### src/rtl/dfr_output_streamer.sv
// Streams dfr_output_mem contents to an AXI4-Stream master through a small prefetch FIFO.
// Optional build macro DFR_STREAM_CLASSIFY_EN replaces each word with its (word >= threshold) class bit.
module dfr_output_streamer #(
    parameter int ADDR_WIDTH = 14,
    parameter int DATA_WIDTH = 32,
    parameter int FIFO_DEPTH = 4
) (
    input  logic                  S_AXI_ACLK,
    input  logic                  S_AXI_ARESETN,
    input  logic                  start,
    input  logic [ADDR_WIDTH-1:0] num_samples,
    input  logic [DATA_WIDTH-1:0] threshold,
    output logic                  busy,
    output logic                  done,
    output logic [ADDR_WIDTH-1:0] mem_addr,
    output logic                  mem_rd_en,
    input  logic [DATA_WIDTH-1:0] mem_dout,
    output logic [DATA_WIDTH-1:0] M_AXIS_TDATA,
    output logic                  M_AXIS_TVALID,
    input  logic                  M_AXIS_TREADY,
    output logic                  M_AXIS_TLAST
);

    localparam int PW = $clog2(FIFO_DEPTH);
    localparam int CW = PW + 1;

    typedef enum logic [1:0] {
        ST_IDLE,
        ST_RUN,
        ST_FIN
    } state_t;

    state_t                r_state;
    state_t                w_state_next;
    logic [ADDR_WIDTH-1:0] r_num;
    logic [ADDR_WIDTH-1:0] r_rd_cnt;
    logic [ADDR_WIDTH-1:0] r_tx_cnt;
    logic [ADDR_WIDTH-1:0] r_last_addr;
    logic                  r_inflight;
    logic [CW-1:0]         r_count;
    logic [PW-1:0]         r_wr_ptr;
    logic [PW-1:0]         r_rd_ptr;
    logic [DATA_WIDTH-1:0] r_fifo [FIFO_DEPTH];

    logic                  w_accept;
    logic                  w_issue;
    logic                  w_push;
    logic                  w_pop;
    logic                  w_last_hs;
    logic [CW:0]           w_occupancy;
    logic [DATA_WIDTH-1:0] w_push_data;

`ifdef DFR_STREAM_CLASSIFY_EN
    assign w_push_data = {{(DATA_WIDTH-1){1'b0}}, ($signed(mem_dout) >= $signed(threshold))};
`else
    logic w_unused_threshold;
    assign w_unused_threshold = ^threshold;
    assign w_push_data        = mem_dout;
`endif

    assign w_accept    = (r_state == ST_IDLE) && start;
    assign w_occupancy = {1'b0, r_count} + (CW+1)'(r_inflight);
    // Reads in flight count against FIFO space so the write a cycle later always fits.
    assign w_issue     = (r_state == ST_RUN) && (r_rd_cnt < r_num)
                         && (w_occupancy < (CW+1)'(FIFO_DEPTH));
    assign w_push      = r_inflight;
    assign w_pop       = M_AXIS_TVALID && M_AXIS_TREADY;
    assign w_last_hs   = w_pop && M_AXIS_TLAST;

    assign mem_rd_en     = w_issue;
    assign mem_addr      = w_issue ? r_rd_cnt : r_last_addr;
    assign M_AXIS_TVALID = (r_count != '0);
    assign M_AXIS_TDATA  = M_AXIS_TVALID ? r_fifo[r_rd_ptr] : '0;
    assign M_AXIS_TLAST  = M_AXIS_TVALID && (r_tx_cnt == (r_num - ADDR_WIDTH'(1)));
    assign busy          = (r_state != ST_IDLE);
    assign done          = (r_state == ST_FIN);

    always_ff @(posedge S_AXI_ACLK or negedge S_AXI_ARESETN) begin
        if (!S_AXI_ARESETN) begin
            r_state <= ST_IDLE;
        end else begin
            r_state <= w_state_next;
        end
    end

    always_comb begin
        w_state_next = r_state;
        case (r_state)
            ST_IDLE: begin
                if (start) begin
                    w_state_next = (num_samples != '0) ? ST_RUN : ST_FIN;
                end
            end
            ST_RUN: begin
                if (w_last_hs) begin
                    w_state_next = ST_FIN;
                end
            end
            default: w_state_next = ST_IDLE;
        endcase
    end

    always_ff @(posedge S_AXI_ACLK or negedge S_AXI_ARESETN) begin
        if (!S_AXI_ARESETN) begin
            r_num       <= '0;
            r_rd_cnt    <= '0;
            r_tx_cnt    <= '0;
            r_last_addr <= '0;
            r_inflight  <= 1'b0;
        end else begin
            r_inflight <= w_issue;
            if (w_issue) begin
                r_last_addr <= r_rd_cnt;
            end
            if (w_accept) begin
                r_num    <= num_samples;
                r_rd_cnt <= '0;
                r_tx_cnt <= '0;
            end else begin
                if (w_issue) begin
                    r_rd_cnt <= r_rd_cnt + ADDR_WIDTH'(1);
                end
                if (w_pop) begin
                    r_tx_cnt <= r_tx_cnt + ADDR_WIDTH'(1);
                end
            end
        end
    end

    always_ff @(posedge S_AXI_ACLK or negedge S_AXI_ARESETN) begin
        if (!S_AXI_ARESETN) begin
            r_count  <= '0;
            r_wr_ptr <= '0;
            r_rd_ptr <= '0;
        end else begin
            if (w_push) begin
                r_wr_ptr <= r_wr_ptr + PW'(1);
            end
            if (w_pop) begin
                r_rd_ptr <= r_rd_ptr + PW'(1);
            end
            if (w_push && !w_pop) begin
                r_count <= r_count + CW'(1);
            end else if (!w_push && w_pop) begin
                r_count <= r_count - CW'(1);
            end
        end
    end

    // Storage needs no reset: the empty count hides stale entries.
    always_ff @(posedge S_AXI_ACLK) begin
        if (w_push) begin
            r_fifo[r_wr_ptr] <= w_push_data;
        end
    end

endmodule

### config.mk
export PLATFORM = sky130hd
export DESIGN_NAME = dfr_output_streamer
export DESIGN_NICKNAME = d
export VERILOG_FILES = /design/src/rtl/dfr_output_streamer.sv
export SDC_FILE = /design/constraint.sdc
export NUM_CORES = 1
export LEC_CHECK = 0
export BUFFER_PORTS_ARGS = -buffer_cell sky130_fd_sc_hd__buf_2
export CORE_MARGIN = 5
export CORE_UTILIZATION = 61
export CTS_BUF_LIST = sky130_fd_sc_hd__clkbuf_16
export DETAILED_ROUTE_END_ITERATION = 8
export PLACE_DENSITY = 0.85
export SLEW_MARGIN = 0
export SYNTH_ARGS = -nofsm -noshare
export SYNTH_HDL_FRONTEND = slang
export SYNTH_SLANG_ARGS = --single-unit
### constraint.sdc
create_clock -name S_AXI_ACLK -period 6 [get_ports S_AXI_ACLK]
set_input_delay 1.2 -clock S_AXI_ACLK [delete_from_list [all_inputs] [get_ports S_AXI_ACLK]]
set_output_delay 1.2 -clock S_AXI_ACLK [all_outputs]
set_load 0.005 [all_outputs]
==> results of run 1 <==
path summary, 6_finish.rpt:
check / depth (start not counted) / end / from / slack [ps]
worst max register to register: 6 / r_state[0] / r_num[2] / 3070
min in group asynchronous: 2 / r_count[0] / S_AXI_ARESETN / 960
worst min register to register: 1 / r_last_addr[3] / r_last_addr[3] / 500
max in group asynchronous: 2 / r_rd_ptr[0] / S_AXI_ARESETN / 4480
worst min-delay path: 1 / r_last_addr[3] / r_last_addr[3] / 500
worst max-delay path: 7 / M_AXIS_TLAST / r_num[2] / 1460
cells in the mapped netlist, types with 3 or more instances:
cell,instances
xor2_1,17
buf_1,3
edfxtp_1,128
mux4_2,32
xnor2_1,19
nor2_1,28
and3_1,7
a41o_1,3
nor2b_1,3
nand3_1,13
mux2i_1,4
or3_1,9
inv_1,26
ha_1,21
o21ai_0,30
nor3_1,7
nand2_1,38
nor4_1,7
a21oi_1,15
dfrtp_1,66
o2111ai_1,3
clkbuf_1,18
a31oi_1,3
nand4_1,10
and4_1,3
and2_1,42
mux2_2,11
cell families after synthesis:
| group | Yosys count | share of synthesized area [%] |
|---|---|---|
| xor gates and xnor gates | 36 | 3.67 |
| and+or+nand+nor | 175 | 10.7 |
| muxes | 47 | 10.3 |
| AOI/OAI and AO/OA | 74 | 5.62 |
| buffers and inverters | 51 | 2.43 |
| DFF | 194 | 64.0 |
| adders and majority gates | 22 | 3.29 |
cells in the final DEF, fill, tap and decap left out, types with 4 or more instances in the layout:
| cell type | synthesis | layout |
|---|---|---|
| nor3_1 | 7 | 7 |
| nor4_1 | 7 | 7 |
| xnor2_1 | 19 | 19 |
| and2_1 | 42 | 38 |
| edfxtp_1 | 128 | 128 |
| and3_1 | 7 | 7 |
| xor2_1 | 17 | 17 |
| a21oi_1 | 15 | 15 |
| o21ai_0 | 30 | 30 |
| nor2_1 | 28 | 28 |
| inv_6 | 0 | 4 |
| inv_1 | 26 | 26 |
| mux4_2 | 32 | 32 |
| buf_4 | 0 | 4 |
| or3_1 | 9 | 9 |
| nand3_1 | 13 | 13 |
| nand4_1 | 10 | 10 |
| ha_1 | 21 | 21 |
| mux2i_1 | 4 | 4 |
| nand2_1 | 38 | 38 |
| buf_2 | 2 | 100 |
| dfrtp_1 | 66 | 65 |
| clkbuf_16 | 0 | 17 |
| and2_2 | 0 | 4 |
| mux2_2 | 11 | 11 |
through the flow:
stage,utilization (%),cells
CTS,71.0,890
detailed placement,66.8,858
global placement,66.8,858
global route,71.0,891
finish,71.0,891
floorplan,-,599
registers in the layout (all words and copies together) (netlist names):
| name | cells |
|---|---|
| r_fifo | 128 |
| r_last_addr | 14 |
| r_num | 14 |
| r_rd_cnt | 14 |
| r_tx_cnt | 14 |
| r_count | 3 |
| r_rd_ptr | 2 |
| r_state | 2 |
| r_wr_ptr | 2 |
| r_inflight | 1 |
worst max-delay path: cells and delay by family (launching register included):
kind | cells | cell delay [ps]
xor+xnor | 1 | 160
simple gates | 4 | 1790
buf+inv | 1 | 110
compound gates | 1 | 410
flops | 1 | 440
metal layers:
metal	part of all wire, %	track usage (%)
met5	0	0
met4	2.8	9.70
met3	4.7	4.19
met2	54	40.1
met1	38	28.9
area by class of cell:
class / instances / area (µm²)
fill: 885 / 4010
tap: 180 / 225
multi-input combinational: 354 / 2890
timing repair buffer: 104 / 531
inverter: 26 / 97.6
clock buffer: 17 / 425
antenna: 1 / 2.50
clock inverter: 15 / 146
sequential: 194 / 5500
report_power, final:
part	switching (µW)	internal, µW
Clock	509	583
Combinational	752	730
Sequential	219	1800
==> impl_metrics.py, run 1 <==
metrics = {
    "clock_tree": {
        "clockBufferDepth": 2,
        "ctsResizeCount": 0,
        "cts_setup_buffers": 0,
        "cts_inserted_buffers": 17,
        "root_buffer": "clkbuf_16",
        "worstSkewPairLatency_ps": 430,
        "hold_buffers": 0,
        "path_clk_slew_ps": 70,
        "htreeDepth": 4,
        "cts_tree": "done",
        "cts.sinks": 194,
    },
    "synth": {
        "ys.flop_type": "edfxtp_1",
        "synth_area_mm2": 0.00859,
        "synthTopCellsByArea": "edfxtp_1 45%, dfrtp_1 19%, mux4_2 8.4%",
        "syn-num-nets": 703,
        "ys.warnings.count": 0,
        "synthCells": 599,
        "ys_seq_area_share_pct": 64.0,
        "synthDominantCellAreaShare_pct": 44.7,
        "synth_seq_cells": 194,
        "synthArstFlopShare_pct": 34.0,
        "ys_types": 53,
        "synth_edf_count": 128,
        "syn_avg_cell_area_um2": 14.3,
        "synth_top_area_cell": "edfxtp_1",
    },
    "critical_path": {
        "path_class": "flip-flop to output pin",
        "cp-start-kind": "flip-flop",
        "endpoint_kind": "output pin",
        "critPathMaxStageDelay_ps": 830,
        "critPathArrivalTime_ps": 3340,
        "crit_slowest_cell": "nor3_1",
        "crit_path_max_fanout": 11,
        "path_cells": "nor3_1, nand4_1, or3_1, xnor2_1, a2111oi_2, and2_1, buf_2",
        "cp_data_required_time_ps": 4800,
    },
    "floorplan": {
        "die_w_um": 129,
        "die_area_mm2": 0.0166,
        "row_count": 43,
        "coreArea_mm2": 0.0138,
        "dieHeight_um": 129,
        "ioPinCount": 133,
        "initial_utilization_pct": 62.1,
    },
    "global_route": {
        "grt_pass1_vias": 5659,
        "antenna_found_initial": 1,
        "grt_max_degree": 67,
        "overflow": 0,
        "grt_pass1_wl_mm": 29.1,
        "grtUsageTotal_pct": 23.1,
    },
    "drt": {
        "viasPerCell": 6.00,
        "wl_mm": 17.9,
        "vias": 5348,
        "first_pass_iters": 6,
        "drt_first_iter_violations": 423,
        "ant_nets": 0,
        "wire_per_inst_um": 20.1,
        "route.detailed.drc": 0,
    },
    "finish": {
        "finalNetCount": 801,
        "fin_area_mm2": 0.00982,
        "drive_above_1_share_pct": 26.8,
        "area_delta_synth_final_pct": 14.3,
    },
    "sta": {
        "finalSetupTns_ps": 0,
        "fin_skew_ps": 10.1,
        "report.final.slew_viol_count": 0,
        "worst_pin_slew_ps": 1200,
        "holdWs_ps": 498,
        "rsz0062_at_grt": "no",
        "period_needed_ps": 4540,
        "setup_slack_ps": 1460,
        "setup_violations": 0,
        "slew_headroom_pct": 19.7,
        "min_period_over_period_pct": 75.7,
        "timing_hold_violations_final": 0,
        "timing.fmax_mhz": 220,
    },
    "power_and_ir_drop": {
        "power_density_mw_per_mm2": 468,
        "peakVddDrop_mv": 0.267,
        "p_leak_uw": 0.00385,
        "p_total_uw": 4590,
    },
    "place": {
        "postPlaceCellArea_mm2": 0.00924,
        "gp_congestion": 0.826,
        "portBuffers": 100,
        "place_ws_ps": 1970,
        "dp_hpwl_mm": 11.5,
    },
    "worst_hold_path": {
        "hold_class": "flip-flop to flip-flop",
    },
    "run_status": {
        "status": "complete, no violations",
    },
    "run": {
        "cap_violations": 0,
    },
}
(Power assumes the default switching activity.)
==> run 2, diff against run 1 <==
ABC_AREA = 1   (was unset)
CORE_UTILIZATION = 52   (was 61)
PLACE_DENSITY = 0.77   (was 0.85)
clock period = 3.69 ns   (was 6 ns; I/O delays follow)
==> run 2 against run 1 <==
Net effect: first-iteration DRC count up 7.8%; count of clock-buffer cells in the layout unchanged; critical path depth up 3; clock power up 53%; register-to-register slack worse by 1700 ps; clock skew down 1.6 ps; sequential cell count unchanged; synthesized cell count up 52%; combinational power up 94%; utilization down 10 points; non-clock buffer count up 10; critical path type unchanged.
==> impl_metrics.py, run 2 <==
metrics = {
    "drt": {
        "drt_first_iter_violations": 456,
        "viasPerCell": 5.27,
        "wire_per_inst_um": 15.1,
        "wl_mm": 18.7,
        "route.detailed.drc": 0,
        "ant_nets": 0,
        "first_pass_iters": 6,
        "vias": 6538,
    },
    "place": {
        "place_ws_ps": 790,
        "gp_congestion": 0.865,
        "portBuffers": 100,
        "dp_hpwl_mm": 12.0,
    },
    "finish": {
        "largest_reg_flops": 128,
        "post-route-util_pct": 60.8,
        "finalNetCount": 1111,
        "layout_common_cells": "187 x nor2_1, 131 x nand2_1, 128 x edfxtp_1, 100 x o21ai_0, 100 x buf_2",
        "nFillCells": 1327,
        "area_delta_synth_final_pct": 14.3,
        "drive_above_1_share_pct": 16.0,
        "largest_register": "r_fifo",
        "multiInputGateArea_mm2": 0.00294,
        "seq_area_mm2": 0.00550,
        "final_common_cell": "nor2_1",
    },
    "synth": {
        "synth_edf_count": 128,
        "synthDominantCellAreaShare_pct": 43.2,
        "synthArstFlopShare_pct": 34.0,
        "synth_top_area_cell": "edfxtp_1",
        "synth_seq_cells": 194,
        "ys.warnings.count": 0,
        "synth_area_mm2": 0.00889,
        "synth_common_cells": "187 x nor2_1, 131 x nand2_1, 128 x edfxtp_1, 100 x o21ai_0, 77 x inv_1",
        "synthTopCellsByArea": "edfxtp_1 43%, dfrtp_1 19%, nor2_1 7.9%",
        "ys_types": 42,
        "ys_seq_area_share_pct": 61.8,
        "yosysMostFrequentCell": "nor2_1",
        "ys.flop_type": "edfxtp_1",
        "syn-num-nets": 1013,
        "syn_avg_cell_area_um2": 9.78,
        "synthCells": 909,
    },
    "sta": {
        "setup_violations": 0,
        "timing_hold_violations_final": 0,
        "setup_slack_ps": 310,
        "fin_skew_ps": 8.52,
        "min_period_over_period_pct": 91.6,
        "rsz0062_at_grt": "no",
        "period_needed_ps": 3380,
        "timing.fmax_mhz": 296,
        "worst_pin_slew_ps": 940,
        "holdWs_ps": 349,
        "report.final.slew_viol_count": 0,
        "slew_headroom_pct": 37.2,
        "finalSetupTns_ps": 0,
    },
    "clock_tree": {
        "ctsResizeCount": 0,
        "htreeDepth": 4,
        "root_buffer": "clkbuf_16",
        "clockBufferDepth": 2,
        "cts_setup_buffers": 0,
        "path_clk_slew_ps": 70,
        "cts_inserted_buffers": 17,
        "worstSkewPairLatency_ps": 420,
        "hold_buffers": 0,
        "cts_tree": "done",
        "cts.sinks": 194,
    },
    "critical_path": {
        "path_class": "flip-flop to output pin",
        "cp_common_cell": "nor2_1",
        "r2r-start": "r_num[9]",
        "rr_worst_depth": 13,
        "cp.depth": 10,
        "path_cells": "inv_1, ha_1, a21oi_1, o21a_1, nor2_1, nor2_1, nand2_2, buf_4, o21ai_0, buf_2",
        "crit_slowest_cell": "dfrtp_1",
        "rrSetupSlack_ps": 1350,
        "timing.rr.end": "r_rd_cnt[11]",
        "cp-start-kind": "flip-flop",
        "critPathArrivalTime_ps": 2640,
        "cp_data_required_time_ps": 2950,
        "cpLargestDelayFamily": "compound AO/OA/AOI/OAI gates",
        "endpoint_kind": "output pin",
        "crit_path_max_fanout": 20,
        "critPathMaxStageDelay_ps": 460,
        "crit_buf_inv": 3,
    },
    "power_and_ir_drop": {
        "peakVddDrop_mv": 0.624,
        "power_density_mw_per_mm2": 742,
        "p_leak_uw": 0.00428,
    },
    "global_route": {
        "grt_pass1_wl_mm": 30.4,
        "overflow": 0,
        "grt_pass1_vias": 6275,
        "antenna_found_initial": 1,
        "grtUsageTotal_pct": 19.3,
        "grt_max_degree": 66,
    },
    "worst_hold_path": {
        "hold_class": "primary input to asynchronous set/reset pin",
    },
    "floorplan": {
        "dieHeight_um": 141,
        "die_w_um": 141,
        "initial_utilization_pct": 53.3,
        "row_count": 47,
        "die_area_mm2": 0.0198,
        "coreArea_mm2": 0.0167,
        "ioPinCount": 133,
    },
    "run": {
        "cap_violations": 0,
    },
    "run_status": {
        "status": "complete, no violations",
    },
}
==> run 2: changes by cell type after synthesis, sizes merged, moves of 9 or more <==
cell	delta
nand2	+97
nor2	+168
or3	-9
inv	+55
nand3	+16
and2	-42
a21oi	+38
xnor2	-15
mux4	-32
xor2	-10
o21ai	+82
mux2	-10
==> run 2: routing by layer <==
metal  share of wire, %  global-route usage [%]  vias to the layer above
met5                  0                       0                        -
met4                1.5                    6.22                        0
li1                   -                       -                     3237
met1                 42                    24.2                     3088
met3                5.5                    4.27                       20
met2                 51                    33.5                      193
==> run 2: cell families after synthesis <==
kind of cell               share of synthesized area [%]
xor gates and xnor gates                            1.34
muxes                                              0.127
adders and majority gates                           3.18
DFF                                                 61.8
and+or+nand+nor                                     18.2
buffers and inverters                               5.19
AOI/OAI and AO/OA                                   10.2
==> run 2: where the power goes <==
group / internal (µW) / leakage (µW) / switching, µW
Clock: 871 / 0.000262 / 797
Sequential: 2740 / 0.00203 / 262
Combinational: 1030 / 0.00199 / 1840
==> run 2: area by class of cell <==
cell class	instances	share of cell area (%)
sequential	194	54.1
multi-input combinational	599	28.9
timing repair buffer	114	5.96
clock buffer	17	4.19
inverter	81	3.02
tap	220	2.71
clock inverter	14	1.10
antenna	2	0.0492
==> run 2: how the worst max path moves through the flow <==
stage / start / endpoint / slack, ps
final: r_num[9] / mem_addr[9] / 310
after global routing: r_num[9] / mem_addr[10] / 70
after global placement: r_num[9] / mem_addr[13] / 820
after floorplan: r_num[9] / mem_addr[10] / 1290
after detailed placement: r_num[3] / mem_addr[9] / 790
after CTS: r_num[9] / mem_addr[9] / 290
==> run 2: per-stage QoR <==
step | total power (µW) | instance area [µm²] | instances
final | 7540 | 10200 | 1241
after global routing | 8140 | 10200 | 1240
after global placement | 5820 | 9620 | 1208
after CTS | 7590 | 10200 | 1239
after floorplan | 4960 | 8890 | 909
after detailed placement | 5910 | 9620 | 1208
